**src/rtl/tri_raster_walk_if.sv**
```systemverilog
// tri_raster_walk_if: triangle-setup input bundle and pixel output stream of the rasterizer
interface tri_raster_walk_if;
    logic               edge_done;
    logic signed [9:0]  a1, a2, a3;
    logic signed [9:0]  b1, b2, b3;
    logic signed [17:0] c1, c2, c3;
    logic [8:0]         bbxi, bbxf;
    logic [7:0]         bbyi, bbyf;
    logic               rast_ready;
    logic               pix_valid;
    logic               pix_ready;
    logic [8:0]         pix_x;
    logic [7:0]         pix_y;
    logic               rast_done;
    logic               overrun;

    modport slave (
        input  edge_done, a1, a2, a3, b1, b2, b3, c1, c2, c3, bbxi, bbxf, bbyi, bbyf, pix_ready,
        output rast_ready, pix_valid, pix_x, pix_y, rast_done, overrun
    );

    modport master (
        output edge_done, a1, a2, a3, b1, b2, b3, c1, c2, c3, bbxi, bbxf, bbyi, bbyf, pix_ready,
        input  rast_ready, pix_valid, pix_x, pix_y, rast_done, overrun
    );
endinterface

```
**src/rtl/tri_raster_walk.sv**
```systemverilog
// tri_raster_walk: walks a clipped triangle bbox row-major with incremental edge functions, streaming covered pixels
module tri_raster_walk #(
    parameter int X_MAX = 319,
    parameter int Y_MAX = 239,
    parameter int EW    = 21
) (
    input  logic              clk,
    input  logic              rst_n,
    tri_raster_walk_if.slave  io_bus
);

    typedef enum logic [2:0] {S_IDLE, S_SETUP, S_WALK, S_DRAIN, S_DONE} state_t;

    state_t                r_state, w_next;
    logic signed [9:0]     r_a [3];
    logic signed [9:0]     r_b [3];
    logic signed [17:0]    r_c [3];
    logic signed [EW-1:0]  r_e [3];
    logic signed [EW-1:0]  r_r [3];
    logic [8:0]            r_x, r_xs, r_xe;
    logic [7:0]            r_y, r_ys, r_ye;
    logic                  r_pix_valid;
    logic [8:0]            r_pix_x;
    logic [7:0]            r_pix_y;
    logic                  r_rast_done;
    logic                  r_overrun;

    logic signed [9:0]     w_a_in [3];
    logic signed [9:0]     w_b_in [3];
    logic signed [17:0]    w_c_in [3];
    logic [8:0]            w_xe;
    logic [7:0]            w_ye;
    logic                  w_empty;
    logic                  w_adv;
    logic                  w_inside;
    logic                  w_x_last;
    logic                  w_y_last;

    // Full edge evaluation at the first candidate; everything after is incremental.
    function automatic logic signed [EW-1:0] f_eval(
        input logic signed [9:0]  a,
        input logic signed [9:0]  b,
        input logic signed [17:0] c,
        input logic [8:0]         x,
        input logic [7:0]         y
    );
        logic signed [EW-1:0] sa, sb, sc, sx, sy;
        sa = {{(EW-10){a[9]}}, a};
        sb = {{(EW-10){b[9]}}, b};
        sc = {{(EW-18){c[17]}}, c};
        sx = {{(EW-9){1'b0}}, x};
        sy = {{(EW-8){1'b0}}, y};
        return sa * sx + sb * sy + sc;
    endfunction

    assign w_a_in[0] = io_bus.a1;
    assign w_a_in[1] = io_bus.a2;
    assign w_a_in[2] = io_bus.a3;
    assign w_b_in[0] = io_bus.b1;
    assign w_b_in[1] = io_bus.b2;
    assign w_b_in[2] = io_bus.b3;
    assign w_c_in[0] = io_bus.c1;
    assign w_c_in[1] = io_bus.c2;
    assign w_c_in[2] = io_bus.c3;

    // Screen clip on the incoming box; an empty range skips straight to DONE.
    assign w_xe     = (io_bus.bbxf > 9'(X_MAX)) ? 9'(X_MAX) : io_bus.bbxf;
    assign w_ye     = (io_bus.bbyf > 8'(Y_MAX)) ? 8'(Y_MAX) : io_bus.bbyf;
    assign w_empty  = (io_bus.bbxi > w_xe) || (io_bus.bbyi > w_ye);

    // The output slot can take a new candidate result when empty or being drained.
    assign w_adv    = !r_pix_valid || io_bus.pix_ready;
    assign w_inside = !r_e[0][EW-1] && !r_e[1][EW-1] && !r_e[2][EW-1];
    assign w_x_last = r_x >= r_xe;
    assign w_y_last = r_y >= r_ye;

    assign io_bus.rast_ready = (r_state == S_IDLE);
    assign io_bus.pix_valid  = r_pix_valid;
    assign io_bus.pix_x      = r_pix_x;
    assign io_bus.pix_y      = r_pix_y;
    assign io_bus.rast_done  = r_rast_done;
    assign io_bus.overrun    = r_overrun;

    // State register.
    always_ff @(posedge clk or negedge rst_n) begin
        if (!rst_n) r_state <= S_IDLE;
        else        r_state <= w_next;
    end

    // Next-state: walk ends once the last candidate is evaluated, then waits for the slot to empty.
    always_comb begin
        w_next = r_state;
        case (r_state)
            S_IDLE:  w_next = io_bus.edge_done ? (w_empty ? S_DONE : S_SETUP) : S_IDLE;
            S_SETUP: w_next = S_WALK;
            S_WALK:  w_next = (w_adv && w_x_last && w_y_last) ? S_DRAIN : S_WALK;
            S_DRAIN: w_next = w_adv ? S_DONE : S_DRAIN;
            S_DONE:  w_next = S_IDLE;
            default: w_next = S_IDLE;
        endcase
    end

    // Coefficient latch, edge setup and the incremental row-major walk.
    always_ff @(posedge clk or negedge rst_n) begin
        if (!rst_n) begin
            for (int k = 0; k < 3; k++) begin
                r_a[k] <= '0;
                r_b[k] <= '0;
                r_c[k] <= '0;
                r_e[k] <= '0;
                r_r[k] <= '0;
            end
            r_x  <= '0;
            r_xs <= '0;
            r_xe <= '0;
            r_y  <= '0;
            r_ys <= '0;
            r_ye <= '0;
        end else begin
            if (r_state == S_IDLE && io_bus.edge_done) begin
                for (int k = 0; k < 3; k++) begin
                    r_a[k] <= w_a_in[k];
                    r_b[k] <= w_b_in[k];
                    r_c[k] <= w_c_in[k];
                end
                r_xs <= io_bus.bbxi;
                r_xe <= w_xe;
                r_ys <= io_bus.bbyi;
                r_ye <= w_ye;
            end
            if (r_state == S_SETUP) begin
                for (int k = 0; k < 3; k++) begin
                    r_e[k] <= f_eval(r_a[k], r_b[k], r_c[k], r_xs, r_ys);
                    r_r[k] <= f_eval(r_a[k], r_b[k], r_c[k], r_xs, r_ys);
                end
                r_x <= r_xs;
                r_y <= r_ys;
            end
            if (r_state == S_WALK && w_adv) begin
                if (!w_x_last) begin
                    r_x <= r_x + 9'd1;
                    for (int k = 0; k < 3; k++)
                        r_e[k] <= r_e[k] + {{(EW-10){r_a[k][9]}}, r_a[k]};
                end else if (!w_y_last) begin
                    r_x <= r_xs;
                    r_y <= r_y + 8'd1;
                    for (int k = 0; k < 3; k++) begin
                        r_r[k] <= r_r[k] + {{(EW-10){r_b[k][9]}}, r_b[k]};
                        r_e[k] <= r_r[k] + {{(EW-10){r_b[k][9]}}, r_b[k]};
                    end
                end
            end
        end
    end

    // Output slot: load a covered candidate, otherwise empty once accepted; hold while stalled.
    always_ff @(posedge clk or negedge rst_n) begin
        if (!rst_n) begin
            r_pix_valid <= 1'b0;
            r_pix_x     <= '0;
            r_pix_y     <= '0;
        end else if (r_state == S_WALK && w_adv) begin
            r_pix_valid <= w_inside;
            if (w_inside) begin
                r_pix_x <= r_x;
                r_pix_y <= r_y;
            end
        end else if (io_bus.pix_ready) begin
            r_pix_valid <= 1'b0;
        end
    end

    // Completion pulse follows the DONE state by one cycle.
    always_ff @(posedge clk or negedge rst_n) begin
        if (!rst_n) r_rast_done <= 1'b0;
        else        r_rast_done <= (r_state == S_DONE);
    end

    // Sticky flag for a setup pulse that arrived while busy.
    always_ff @(posedge clk or negedge rst_n) begin
        if (!rst_n)                                     r_overrun <= 1'b0;
        else if (io_bus.edge_done && r_state != S_IDLE) r_overrun <= 1'b1;
    end

endmodule

```
**src/flat_wrapper.sv**
```systemverilog
// flat-port wrapper written by rule: the top's interface ports become plain ports
module tri_raster_walk_flat 
#(
    parameter int X_MAX = 319,
    parameter int Y_MAX = 239,
    parameter int EW    = 21
)
  (clk, rst_n, io_bus_edge_done, io_bus_a1, io_bus_a2, io_bus_a3, io_bus_b1, io_bus_b2, io_bus_b3, io_bus_c1, io_bus_c2, io_bus_c3, io_bus_bbxi, io_bus_bbxf, io_bus_bbyi, io_bus_bbyf, io_bus_pix_ready, io_bus_rast_ready, io_bus_pix_valid, io_bus_pix_x, io_bus_pix_y, io_bus_rast_done, io_bus_overrun);
  tri_raster_walk_if io_bus_i ();
  input  logic clk;
  input  logic rst_n;
  input wire logic [$bits(io_bus_i.edge_done)-1:0] io_bus_edge_done;
  input wire logic [$bits(io_bus_i.a1)-1:0] io_bus_a1;
  input wire logic [$bits(io_bus_i.a2)-1:0] io_bus_a2;
  input wire logic [$bits(io_bus_i.a3)-1:0] io_bus_a3;
  input wire logic [$bits(io_bus_i.b1)-1:0] io_bus_b1;
  input wire logic [$bits(io_bus_i.b2)-1:0] io_bus_b2;
  input wire logic [$bits(io_bus_i.b3)-1:0] io_bus_b3;
  input wire logic [$bits(io_bus_i.c1)-1:0] io_bus_c1;
  input wire logic [$bits(io_bus_i.c2)-1:0] io_bus_c2;
  input wire logic [$bits(io_bus_i.c3)-1:0] io_bus_c3;
  input wire logic [$bits(io_bus_i.bbxi)-1:0] io_bus_bbxi;
  input wire logic [$bits(io_bus_i.bbxf)-1:0] io_bus_bbxf;
  input wire logic [$bits(io_bus_i.bbyi)-1:0] io_bus_bbyi;
  input wire logic [$bits(io_bus_i.bbyf)-1:0] io_bus_bbyf;
  input wire logic [$bits(io_bus_i.pix_ready)-1:0] io_bus_pix_ready;
  output wire logic [$bits(io_bus_i.rast_ready)-1:0] io_bus_rast_ready;
  output wire logic [$bits(io_bus_i.pix_valid)-1:0] io_bus_pix_valid;
  output wire logic [$bits(io_bus_i.pix_x)-1:0] io_bus_pix_x;
  output wire logic [$bits(io_bus_i.pix_y)-1:0] io_bus_pix_y;
  output wire logic [$bits(io_bus_i.rast_done)-1:0] io_bus_rast_done;
  output wire logic [$bits(io_bus_i.overrun)-1:0] io_bus_overrun;
  assign io_bus_i.edge_done = io_bus_edge_done;
  assign io_bus_i.a1 = io_bus_a1;
  assign io_bus_i.a2 = io_bus_a2;
  assign io_bus_i.a3 = io_bus_a3;
  assign io_bus_i.b1 = io_bus_b1;
  assign io_bus_i.b2 = io_bus_b2;
  assign io_bus_i.b3 = io_bus_b3;
  assign io_bus_i.c1 = io_bus_c1;
  assign io_bus_i.c2 = io_bus_c2;
  assign io_bus_i.c3 = io_bus_c3;
  assign io_bus_i.bbxi = io_bus_bbxi;
  assign io_bus_i.bbxf = io_bus_bbxf;
  assign io_bus_i.bbyi = io_bus_bbyi;
  assign io_bus_i.bbyf = io_bus_bbyf;
  assign io_bus_i.pix_ready = io_bus_pix_ready;
  assign io_bus_rast_ready = io_bus_i.rast_ready;
  assign io_bus_pix_valid = io_bus_i.pix_valid;
  assign io_bus_pix_x = io_bus_i.pix_x;
  assign io_bus_pix_y = io_bus_i.pix_y;
  assign io_bus_rast_done = io_bus_i.rast_done;
  assign io_bus_overrun = io_bus_i.overrun;
  tri_raster_walk #(.X_MAX(X_MAX), .Y_MAX(Y_MAX), .EW(EW)) u_core (.clk(clk), .rst_n(rst_n), .io_bus(io_bus_i));
endmodule
```
**config.mk**
```make
export PLATFORM = sky130hd
export DESIGN_NAME = tri_raster_walk_flat
export DESIGN_NICKNAME = d
export VERILOG_FILES = /design/src/rtl/tri_raster_walk_if.sv /design/src/rtl/tri_raster_walk.sv /design/src/flat_wrapper.sv
export SDC_FILE = /design/constraint.sdc
export NUM_CORES = 2
export LEC_CHECK = 0
export CAP_MARGIN = 15
export CORE_ASPECT_RATIO = 1.1
export CORE_MARGIN = 3
export CORE_UTILIZATION = 58
export DETAILED_ROUTE_END_ITERATION = 10
export PLACE_DENSITY = 0.8
export SLEW_MARGIN = 25
export SYNTH_ARGS = -nofsm -noshare
export SYNTH_HDL_FRONTEND = slang
export SYNTH_SLANG_ARGS = --single-unit
```
**constraint.sdc**
```tcl
create_clock -name clk -period 7.7 [get_ports clk]
set_input_delay 1.54 -clock clk [delete_from_list [all_inputs] [get_ports clk]]
set_output_delay 1.54 -clock clk [all_outputs]
set_load 0.01 [all_outputs]
```
* Word level (Yosys, flattened, before mapping)
Cells that the tools add are included.
W data, S select, Z words.
** Storage, ports and cells
- Register bits after elaboration :: 314
- Latch bits :: 0
- Memory bits (writable) :: 0
- Bits in read-only memories :: 0
- Output and inout bits :: 21
- Logic and storage cells :: 99
- Memories kept :: 0
** Operators by class
- Add/sub/neg operators :: 14
- Multipliers :: 6
- Divide/modulo/power cells :: 0
- $lt $le $gt $ge :: 6
- Equality and inequality tests :: 4
- Shifts and indexed selects :: 0
- Muxes and demuxes :: 25
- Bitwise gates (word level) :: 0
- Reductions and logical operators :: 17
** Operator list (count)
- $mux W63 :: 8
- $add A21 B21 Y21 :: 9
- $add A21 B18 Y21 :: 3
- $mul A10 B10 Y20 :: 3
- $mul A10 B9 Y19 :: 3
- $mux W9 :: 5
- $mux W8 :: 5
- $pmux W3 S4 :: 1
- $add A9 B1 Y9 const B :: 1
- $ge A9 B9 Y1 :: 1
- $gt A9 B9 Y1 :: 1
- $gt A9 B9 Y1 const B :: 1
- $mux W3 :: 3
- $add A8 B1 Y8 const B :: 1
- $ge A8 B8 Y1 :: 1
- $gt A8 B8 Y1 :: 1
- $gt A8 B8 Y1 const B :: 1
- $logic_and A1 B1 Y1 :: 7
- $eq A3 B2 Y1 const B :: 2
- $logic_not A1 Y1 :: 4
- $eq A3 B1 Y1 const B :: 1
- $eq A3 B3 Y1 const B :: 1
- $logic_not A3 Y1 :: 1
- $mux W1 :: 3
- 4 further kinds :: 5

* Longest topological paths before layout
- Depth in word-level cells :: 7
- Mapped depth :: 32
- Depth with buffers taken out :: 30

* Worst setup path before layout
OpenSTA, ideal clock, no wires.
- Path type :: register to register
- Start :: register u_core.r_a[9] (netlist name)
- End :: register u_core.r_e[19] (netlist name)
- Library setup time :: 124 ps
- Arrival time :: 7259 ps
- Setup slack :: 317 ps
- Cell stages (with the launch flop) :: 28
- Period minus slack after synthesis :: 7383 ps
- Cell sequence :: dfrtp_1 clkbuf_1 nand2_1 fa_1 fa_1 inv_1 fa_1 fa_1 inv_1 fa_1 inv_1 ha_1 or2_2 a21oi_1 a311oi_1 o21a_1 o21a_1 or2_2 fa_1 inv_1 ha_1 a21oi_1 nor2b_1 or3_1 o22ai_1 xor2_1 a211oi_1 a211o_1
** On the way
- Cells in the longest elaborated chain, start to end :: 7
- Elaborated cells on any way between the ends :: 8
** RTL lines
- from (decl) :: RTL line tri_raster_walk.sv:15 : logic signed [9:0] r_a [3];
- from (signal, indexed assignment) :: RTL line tri_raster_walk.sv:122 : r_a[k] <= w_a_in[k];
- $mul A10 B10 Y20 :: RTL line tri_raster_walk.sv:53 : return sa * sx + sb * sy + sc;
- $add A21 B21 Y21 :: RTL line tri_raster_walk.sv:53
- $add A21 B18 Y21 :: RTL line tri_raster_walk.sv:53
- $mux W63 :: RTL line tri_raster_walk.sv:131 : if (r_state == S_SETUP) begin
- $mux W63 :: RTL line tri_raster_walk.sv:144 : end else if (!w_y_last) begin
- $mux W63 :: RTL line tri_raster_walk.sv:140 : if (!w_x_last) begin
- $mux W63 (*) :: RTL line tri_raster_walk.sv:139 : if (r_state == S_WALK && w_adv) begin
- to (signal, indexed assignment) :: RTL line tri_raster_walk.sv:133 : r_e[k] <= f_eval(r_a[k], r_b[k], r_c[k], r_xs, r_ys);
- to (signal, indexed assignment) :: RTL line tri_raster_walk.sv:143 : r_e[k] <= r_e[k] + {{(EW-10){r_a[k][9]}}, r_a[k]};
- to (signal, indexed assignment) :: RTL line tri_raster_walk.sv:149 : r_e[k] <= r_r[k] + {{(EW-10){r_b[k][9]}}, r_b[k]};
- to (decl) :: RTL line tri_raster_walk.sv:18 : logic signed [EW-1:0] r_e [3];
Mark *: on every way between the ends. The rest lies on a longest branch, timed or not.
A chain may end at the register's enable or synchronous reset.

* Worst setup path after layout
- Start :: register u_core.r_xs[3]
- End :: register u_core.r_e[18] (netlist name)
** On the way
- Cells in the longest elaborated chain, start to end :: 7
** RTL lines
- from (decl) :: RTL line tri_raster_walk.sv:20 : logic [8:0] r_x, r_xs, r_xe;
- from (signal assigned) :: RTL line tri_raster_walk.sv:126 : r_xs <= io_bus.bbxi;
- $mul A10 B10 Y20 (*) :: RTL line tri_raster_walk.sv:53
- $add A21 B21 Y21 (*) :: RTL line tri_raster_walk.sv:53
- $add A21 B18 Y21 (*) :: RTL line tri_raster_walk.sv:53
- $mux W63 (*) :: RTL line tri_raster_walk.sv:131
- $mux W63 :: RTL line tri_raster_walk.sv:144
- $mux W63 :: RTL line tri_raster_walk.sv:140
- $mux W63 (*) :: RTL line tri_raster_walk.sv:139
Marked as above.

==> reports/results.txt <==
TritonCTS clock tree: yes
number of max-cap violations: 0
dpl cells: 6,158
Worst EP required: 8170 ps
slack of the worst reg-to-reg path: 270 ps
Pre-antenna DRT Iters: 5
Max-slew headroom: 28.3%
most used routing layer: met2
grt ovf: 0
worst hold path type: reg -> reg
placed inst area: 0.0469 mm^2
Num CTS Buffers: 41
min cycle time layout: 7430 ps
Post-Syn Instances: 5,093
Starting Density: 59.1%
area delta synth->final: 11.3%
critical path class: reg -> reg
post-synthesis simple-gate area fraction: 16.7%
Die Area: 0.0785 mm^2
element type at the critical path end: flip-flop
Syn Nets: 6,214
Final Max Slew Viols: 0
synthesized area per cell: 8.56 um^2
post-synthesis mux area share: 0.927%
adder-cell share of the synthesized area: 36.5%
WP buf/inv: 7
Max Clock Skew: 27.5 ps
Synth Area in Compound Gates: 13.7%
largest net degree at the start of global routing: 133
Startpoint Class: flip-flop
CP arrival: 7900 ps
Slew @ Worst Pin: 1070 ps
WL/cell: 20.3 um
total wire length: 127,000 um
M1 GR Usage: 40.7%
async set-reset flop share out of synthesis: 100%
DR vias: 36,657
Synth Register Bits: 314
GPL Wtd Cong: 0.990
setup TNS: 0 ps
Sink Count: 314
Vias/cell: 5.87
Nets: 6,378
core area: 0.0738 mm^2
Worst-path clk slew: 60 ps
CTS H-tree lvls: 2
count of final hold-check violations: 0
synth warn: 0
main combinational cell family by area after synthesis: adder cells
Detailed Place HPWL: 99,200 um
Final Cell Area: 0.0485 mm^2
Final period util: 96.5%
reg2reg start: u_core.r_xs[3]$_DFFE_PN0P_
number of global-route vias before repair: 37,385
met2 usage: 53.1%
First DRT Iteration DRCs: 2,674
status: finished, final reports clean
hold endpoint: u_core.io_bus.overrun$_DFFE_PN0P_
final non-filler cell total: 6,246
clk root buf: clkbuf_16
placement row count: 104
number of buffers added on ports: 172
worst-skew pair later-pin latency: 600 ps
WHS: 471 ps
Critical Path Fanout Max: 17
worst hold stages: 1
R2R Path End: u_core.r_e[18]$_DFF_PN0_
initial antenna violation count: 9
slowest stage delay, CP: 520 ps
xor/xnor share of the synthesized area: 5.10%
Netlist cell types: 80
DR DRC count: 0
Die Wd: 267 um
Global Route Usage Sum: 32.4%
Routed Antenna Nets: 0
highest clock rate: 135 MHz
slowest CP cell: fa_1
worst r2r path cells: 30
final setup violating endpoints: 0
GR Util met3: 5.08%
Main synth FF type: dfrtp_1
worst hold path startpoint: u_core.io_bus.overrun$_DFFE_PN0P_
RSZ-0062 raised after global routing: yes
first-pass GRT wire length: 199,000 um
Syn Std Cell Area: 0.0436 mm^2
family with the most delay on the worst path: adder cells
layout cells sized above 1: 6.03%
chip height: 294 um
register area share after synthesis: 18.0%
Max clock buf depth: 3
io pins: 173
Post-synth EDFFs: 0
[stage by stage]
stage                     utilization, %  setup WS (ps)
after global routing                65.8          -33.2
after global placement              63.5            208
after detailed placement            63.5           46.6
final                               65.8            272
after CTS                           65.3           1.18
after floorplan                        -            317
[worst reg2reg max path, delay by kind of cell, from the launching register on]
family	cells	cell delay, ps
AO/OA/AOI/OAI	10	1990
XOR/XNOR	1	310
adder cells (fa/ha/maj)	8	3500
buffers and inverters	7	510
flip-flops	1	430
AND/OR/NAND/NOR	4	550
[cells in the mapped netlist (all sizes together) (7+ instances only)]
cell type | number | area [um^2]
inv | 852 | 3200
nand2 | 770 | 2890
fa | 507 | 10100
ha | 462 | 5780
dfrtp | 314 | 7860
and2 | 299 | 1870
a21oi | 251 | 1260
o21ai | 201 | 1010
nor2 | 179 | 674
xnor2 | 153 | 1340
clkbuf | 152 | 601
xor2 | 98 | 858
a21o | 69 | 521
nor3 | 63 | 320
nand3 | 50 | 250
o21a | 45 | 338
nand2b | 44 | 275
o22ai | 41 | 257
a31oi | 39 | 244
a22oi | 37 | 278
a211oi | 34 | 255
and3 | 33 | 206
buf | 32 | 124
nor2b | 30 | 188
o21bai | 28 | 210
o211ai | 27 | 203
or2 | 25 | 156
or3 | 23 | 144
a211o | 20 | 175
mux2 | 19 | 214
mux2i | 19 | 190
a21boi | 15 | 113
nand4 | 12 | 75.1
o31ai | 11 | 82.6
o221ai | 10 | 87.6
nor4 | 9 | 62.6
o31a | 9 | 78.8
a2111oi | 8 | 70.1
a31o | 8 | 70.1
o311ai | 8 | 70.1
a221o | 7 | 70.1
a41oi | 7 | 68.8
[flip-flops by register name (all words and copies together), names as in the netlist, 3 cells and up]
register,cells
u_core.io_bus.pix_x,9
u_core.io_bus.pix_y,8
u_core.r_a,30
u_core.r_b,30
u_core.r_c,54
u_core.r_e,63
u_core.r_r,63
u_core.r_state,3
u_core.r_x,9
u_core.r_xe,9
u_core.r_xs,9
u_core.r_y,8
u_core.r_ye,8
u_core.r_ys,8
[repair_timing]
item                                    CTS  global route
hold buffers                              0             0
buffers inserted                          0             7
endpoints found under the hold margin     0             0
gates resized for setup                   0            54
endpoints found under the setup margin    0            38
[layer usage]
| layer | share of wire (%) | vias up |
|---|---|---|
| li1 | - | 16821 |
| met3 | 8.1 | 440 |
| met2 | 46 | 1570 |
| met1 | 39 | 17822 |
| met5 | 0.017 | - |
| met4 | 7.1 | 4 |
[cells by family (layout without fill, tap and decap cells)]
| group | Yosys count | in the layout |
|---|---|---|
| multiplexers | 38 | 38 |
| AND/OR/NAND/NOR | 1557 | 1557 |
| AO/OA/AOI/OAI | 927 | 927 |
| other | 0 | 3 |
| buffers and inverters | 1036 | 1232 |
| adder cells (fa/ha/maj) | 969 | 969 |
| flip-flops | 314 | 314 |
| XOR/XNOR | 252 | 252 |
[worst max path at each step]
| stage | start | to | slack, ps | cells past startpoint |
|---|---|---|---|---|
| 2_1_floorplan | u_core.r_a[9]$_DFFE_PN0P_ | u_core.r_e[19]$_DFF_PN0_ | 320 | 27 |
| 3_3_place_gp | u_core.r_xs[6]$_DFFE_PN0P_ | u_core.r_e[62]$_DFF_PN0_ | 210 | 27 |
| 3_5_place_dp | u_core.r_xs[6]$_DFFE_PN0P_ | u_core.r_e[18]$_DFF_PN0_ | 50 | 28 |
| 4_1_cts | u_core.r_xs[6]$_DFFE_PN0P_ | u_core.r_r[18]$_DFF_PN0_ | 1 | 27 |
| 5_1_grt | u_core.r_ys[3]$_DFFE_PN0P_ | u_core.r_r[41]$_DFF_PN0_ | -30 | 30 |
| 6_report | u_core.r_xs[3]$_DFFE_PN0P_ | u_core.r_e[18]$_DFF_PN0_ | 270 | 30 |
[cell type report]
| cell class | instances | area, um^2 |
|---|---|---|
| multi-input cells | 3743 | 32000 |
| clock buffers | 58 | 1180 |
| clock inverters | 17 | 173 |
| repair buffers | 305 | 2890 |
| inverters | 852 | 3200 |
| flip-flops and latches | 314 | 7880 |
| fillers | 5876 | 25300 |
| well taps | 954 | 1190 |
| diodes | 3 | 7.51 |
[layout by cell type (no fill, tap or decap), types with 19 or more instances in the layout]
| master | instances |
|---|---|
| inv_1 | 852 |
| nand2_1 | 768 |
| fa_1 | 507 |
| ha_1 | 458 |
| dfrtp_1 | 298 |
| and2_1 | 297 |
| a21oi_1 | 243 |
| o21ai_0 | 191 |
| nor2_1 | 176 |
| clkdlybuf4s50_1 | 171 |
| xnor2_1 | 151 |
| buf_4 | 121 |
| xor2_1 | 95 |
| a21o_1 | 67 |
| nor3_1 | 61 |
| nand3_1 | 50 |
| o21a_1 | 45 |
| nand2b_1 | 44 |
| clkbuf_16 | 44 |
| o22ai_1 | 40 |
| a31oi_1 | 39 |
| a22oi_1 | 37 |
| and3_1 | 33 |
| nor2b_1 | 30 |
| a211oi_1 | 30 |
| o21bai_1 | 28 |
| o211ai_1 | 27 |
| or2_2 | 25 |
| or3_1 | 22 |
| a211o_1 | 20 |
| mux2i_1 | 19 |
| mux2_2 | 19 |
Power is not shown: default switching activity piles up to over one toggle a cycle in this logic, so the estimate is an artifact.
